===== src/rtl/mips_register_file.sv =====
// -----------------------------------------------------------------------------
// mips_register_file
//
// 32 x 32-bit general-purpose register file for the single-cycle MIPS
// datapath. It sits directly upstream of the ALU/shift stage. Port A supplies
// the value to be shifted (rt). Port B supplies the other ALU operand, or rs
// for variable shifts. Write-back lands on the rising edge that ends the
// instruction.
//
// Ports:
//   clk          datapath clock; all writes on the rising edge
//   rst_n        asynchronous active-low reset; clears every register
//   rd_addr_a    read port A index
//   rd_data_a    read port A data (combinational)
//   rd_addr_b    read port B index
//   rd_data_b    read port B data (combinational)
//   wr_en        write enable (RegWrite)
//   wr_addr      write index (rd or rt, from the RegDst mux)
//   wr_data      write-back data
//   zero_wr_err  sticky flag: a write to $0 was attempted since reset
//
// Optional feature (macro MIPS_REGFILE_BYPASS_EN):
//   When defined, an active write to a non-zero register is forwarded
//   combinationally to any read port addressing the same register. This
//   supports split-phase or pipelined reuse of the file. When undefined,
//   the reads are pure storage reads with no path from wr_data to rd_data.
// -----------------------------------------------------------------------------
module mips_register_file #(
    parameter int DATA_W = 32,
    parameter int ADDR_W = 5
) (
    input  logic              clk,
    input  logic              rst_n,
    input  logic [ADDR_W-1:0] rd_addr_a,
    output logic [DATA_W-1:0] rd_data_a,
    input  logic [ADDR_W-1:0] rd_addr_b,
    output logic [DATA_W-1:0] rd_data_b,
    input  logic              wr_en,
    input  logic [ADDR_W-1:0] wr_addr,
    input  logic [DATA_W-1:0] wr_data,
    output logic              zero_wr_err
);

    localparam int DEPTH = 2 ** ADDR_W;

    logic [DATA_W-1:0] regs [DEPTH];
    logic [DATA_W-1:0] stored_a;
    logic [DATA_W-1:0] stored_b;
    logic              wr_zero;
    logic              wr_live;

    // A write aimed at $0 is dropped and only raises the error flag.
    // With wr_en low, the terms evaluate to 0 even if wr_addr is X.
    assign wr_zero = wr_en && (wr_addr == '0);
    assign wr_live = wr_en && (wr_addr != '0);

    // NOTE: every register is cleared by the asynchronous reset. Software
    // relies on a known-zero file after reset, so this array must stay in
    // flops and cannot be mapped onto an un-resettable RAM macro.
    always_ff @(posedge clk or negedge rst_n) begin
        if (!rst_n) begin
            for (int i = 0; i < DEPTH; i++) begin
                regs[i] <= '0;
            end
        end else if (wr_live) begin
            // NOTE: non-blocking assignment. Readers in the same time step
            // must see the pre-edge value.
            regs[wr_addr] <= wr_data;
        end
    end

    // The flag is sticky. Only reset clears it.
    always_ff @(posedge clk or negedge rst_n) begin
        if (!rst_n) begin
            zero_wr_err <= 1'b0;
        end else if (wr_zero) begin
            zero_wr_err <= 1'b1;
        end
    end

    // $0 reads as a hard zero regardless of what the array holds.
    assign stored_a = (rd_addr_a == '0) ? '0 : regs[rd_addr_a];
    assign stored_b = (rd_addr_b == '0) ? '0 : regs[rd_addr_b];

`ifdef MIPS_REGFILE_BYPASS_EN
    // Forward the in-flight write. wr_live already excludes $0, so $0 is
    // never bypassed.
    always_comb begin
        // NOTE: each output gets a default before the conditional override,
        // so that no latch is inferred.
        rd_data_a = stored_a;
        rd_data_b = stored_b;
        if (wr_live && (wr_addr == rd_addr_a)) begin
            rd_data_a = wr_data;
        end
        if (wr_live && (wr_addr == rd_addr_b)) begin
            rd_data_b = wr_data;
        end
    end
`else
    assign rd_data_a = stored_a;
    assign rd_data_b = stored_b;
`endif

endmodule


===== config.mk =====
export PLATFORM = sky130hd
export DESIGN_NAME = mips_register_file
export DESIGN_NICKNAME = d
export VERILOG_FILES = /design/src/rtl/mips_register_file.sv
export SDC_FILE = /design/constraint.sdc
export NUM_CORES = 2
export LEC_CHECK = 0
export CORE_MARGIN = 1.5
export CORE_UTILIZATION = 35
export DETAILED_ROUTE_END_ITERATION = 7
export PLACE_DENSITY = 0.46
export SLEW_MARGIN = 40
export SYNTH_ARGS = -nofsm -noshare
export SYNTH_HDL_FRONTEND = slang
export SYNTH_SLANG_ARGS = --single-unit

===== constraint.sdc =====
create_clock -name clk -period 5.1 [get_ports clk]
set_input_delay 1.02 -clock clk [delete_from_list [all_inputs] [get_ports clk]]
set_output_delay 1.02 -clock clk [all_outputs]
set_load 0.01 [all_outputs]

==> metrics.txt <==
crit path from rd_addr_a[2]; vias in the first global route 38200; Worst-path clk slew 0.06 ns; Num CTS Buffers 121; setup TNS 0 ns; clk buf depth 3; Worst Skew 0 ns; crit share post-route 1.00; synthesis-to-finish area growth 16.0%; placed inst area 0.0590 mm^2; setup bufs post-CTS 0; CP Max Fanout 43; # port buffers 114; residual DRC count 0; status finished clean; vias per cell 6.11; wire per inst 35.3 um; overall power 25000 uW; critical path endpoint rd_data_a[31]; Global Route Usage Sum 0.261; clock sinks 1025; Synth area leader dfrtp_1; WL final 205000 um; Seq cells post-synth 1025; R2R Setup Slk 4.28 ns; average size of a mapped cell 15.1 um^2; Die Ht 398 um; Mapped Area 0.0545 mm^2; Hold Crit Class in2async; PwrDens 395 mW/mm^2; clk_lat worst skew 0.75 ns; worst slew pin tran 0.914 ns; DRT iter0 DRCs 2946; drt first pass iters 6; Worst Path Class, Setup in2out; critical path startpoint category primary input; post-route ant nets 0; first-pass GRT wire length 295000 um; Starting Density 0.353; r2r startpoint regs[573]$_DFFE_PN0P_; Commonest cells post-synth mux2_2, dfrtp_1, mux4_2; pin count of the biggest net entering global routing 147; Max Cap Viol 0; Rows 144; GR Overflow Total 0; CTS tree done; Top FF cell, synth dfrtp_1; Synth Instances 3620; worst rel slew slack 0.387; CTS root buf clkbuf_16; Die ar. 0.158 mm^2; Synth cell types 34; EDFF count, synth 0; Hold Vio Cnt, Final 0; Non-Filler Cell Area, Final 0.0632 mm^2; Die X 398 um; FMAX 0.196 GHz; top cell type's share of synthesized area 0.470; Lkg Pwr 0.0268 uW; gpl congestion 0.812; core area 0.154 mm^2; via count 35500; Final Slew Violations 0; RSZ-0062 raised after global routing false; Final min period 5.10 ns; Worst setup EP type output pin; worst path required time 4.08 ns; initial antenna violation count 15; VDD IR max 0.000270 V; fin nets 3717; hold_buf cts 0; net count after synthesis 3670; PostCTS Resize Cnt 0; ys async rst share 1.00; YS warnings 0; R2R cell count 1; Synth area leaders dfrtp_1, mux2_2, mux4_2; layout cells sized above 1 0.535; io pins 115; fillers 13900; HPWL Detailed 126000 um; worst flop-to-flop path endpoint regs[573]$_DFFE_PN0P_; register area share after synthesis 0.470; H-tree levels 3; # setup viols final 0; top-count cell post-synth mux2_2; Critical Path AT 4.08 ns
==> cell families (layout without fill, tap and decap cells) <==
family	after synthesis	in the layout	share of synthesized area
flops	1025	1025	0.470
other cells	0	2	0
simple gates	163	163	0.0165
buf+inv	432	586	0.0379
mux	1632	1632	0.427
compound gates	368	368	0.0485
==> worst min-delay path by stage <==
stage	startpoint	to	depth (start not counted)
finish	rst_n	regs[1022]$_DFFE_PN0P_	1
global route	rst_n	regs[1022]$_DFFE_PN0P_	1
CTS	rst_n	regs[734]$_DFFE_PN0P_	1
detailed placement	regs[1011]$_DFFE_PN0P_	regs[1011]$_DFFE_PN0P_	0
global placement	regs[1018]$_DFFE_PN0P_	regs[1018]$_DFFE_PN0P_	0
floorplan	regs[1000]$_DFFE_PN0P_	regs[1000]$_DFFE_PN0P_	1
==> per-stage QoR <==
step                      hold WS, ns   util  worst slack, ns  std cells
final                           0.204  0.410          0.00203       5820
after global routing            0.212  0.410           0.0509       5819
after CTS                       0.168  0.409           0.0575       5817
after detailed placement        0.383  0.382           0.0776       5587
after global placement          0.377  0.383           0.0543       5584
after floorplan                 0.441      -             1.63       3620
==> power breakdown <==
part / total (uW) / switching (uW) / leakage [uW] / internal (uW)
Combinational: 5090 / 2080 / 0.0115 / 3000
Clock: 9030 / 3660 / 0.00207 / 5360
Sequential: 10900 / 1170 / 0.0131 / 9690
Total: 25000 / 6920 / 0.0268 / 18100
==> registers in the layout, summed over array words and instances (netlist names) <==
register and cells:
zero_wr_err 1, regs 1024
==> worst max-delay path, cell delays in order <==
cell             delay (ns)
buf_8                  0.44
buf_4                  0.36
mux2i_1                0.11
a221oi_1               0.34
o21ai_0                0.16
a311oi_1               0.75
buf_4                  0.27
clkdlybuf4s50_1        0.54
==> metal layers <==
layer | routed length, um | part of all wire | global-route usage
met2 | 98500 | 0.48 | 0.422
met1 | 87500 | 0.43 | 0.350
met5 | 66 | 0.00032 | 0
met3 | 11000 | 0.053 | 0.0406
met4 | 8410 | 0.041 | 0.105
==> cell usage in the layout, fill, tap and decap left out, types with 7 or more instances in the layout <==
| cell | instances |
|---|---|
| a211oi_1 | 64 |
| a221oi_1 | 47 |
| a22oi_1 | 64 |
| a311oi_1 | 60 |
| buf_12 | 69 |
| buf_2 | 36 |
| buf_4 | 165 |
| clkbuf_1 | 29 |
| clkbuf_16 | 125 |
| clkbuf_8 | 40 |
| clkdlybuf4s50_1 | 71 |
| clkinv_2 | 24 |
| dfrtp_1 | 1025 |
| mux2_1 | 20 |
| mux2_2 | 1036 |
| mux2i_1 | 128 |
| mux4_2 | 448 |
| nand2_1 | 36 |
| nand2_4 | 7 |
| nor2_4 | 14 |
| nor2b_1 | 66 |
| o2111ai_1 | 17 |
| o21ai_0 | 102 |
| o21ai_1 | 9 |
==> layout make-up <==
cell class	instances	area, um^2	share of cell area
repair buffers	354	3730	0.0590
flip-flops and latches	1025	25600	0.406
clock inverters	36	390	0.00617
inverters	2	12.5	0.000198
clock buffers	194	3790	0.0599
multi-input cells	2163	27100	0.429
diodes	2	5.00	0.0000791
well taps	2044	2560	0.0404
No activity file was read; power rests on OpenSTA's default activity.
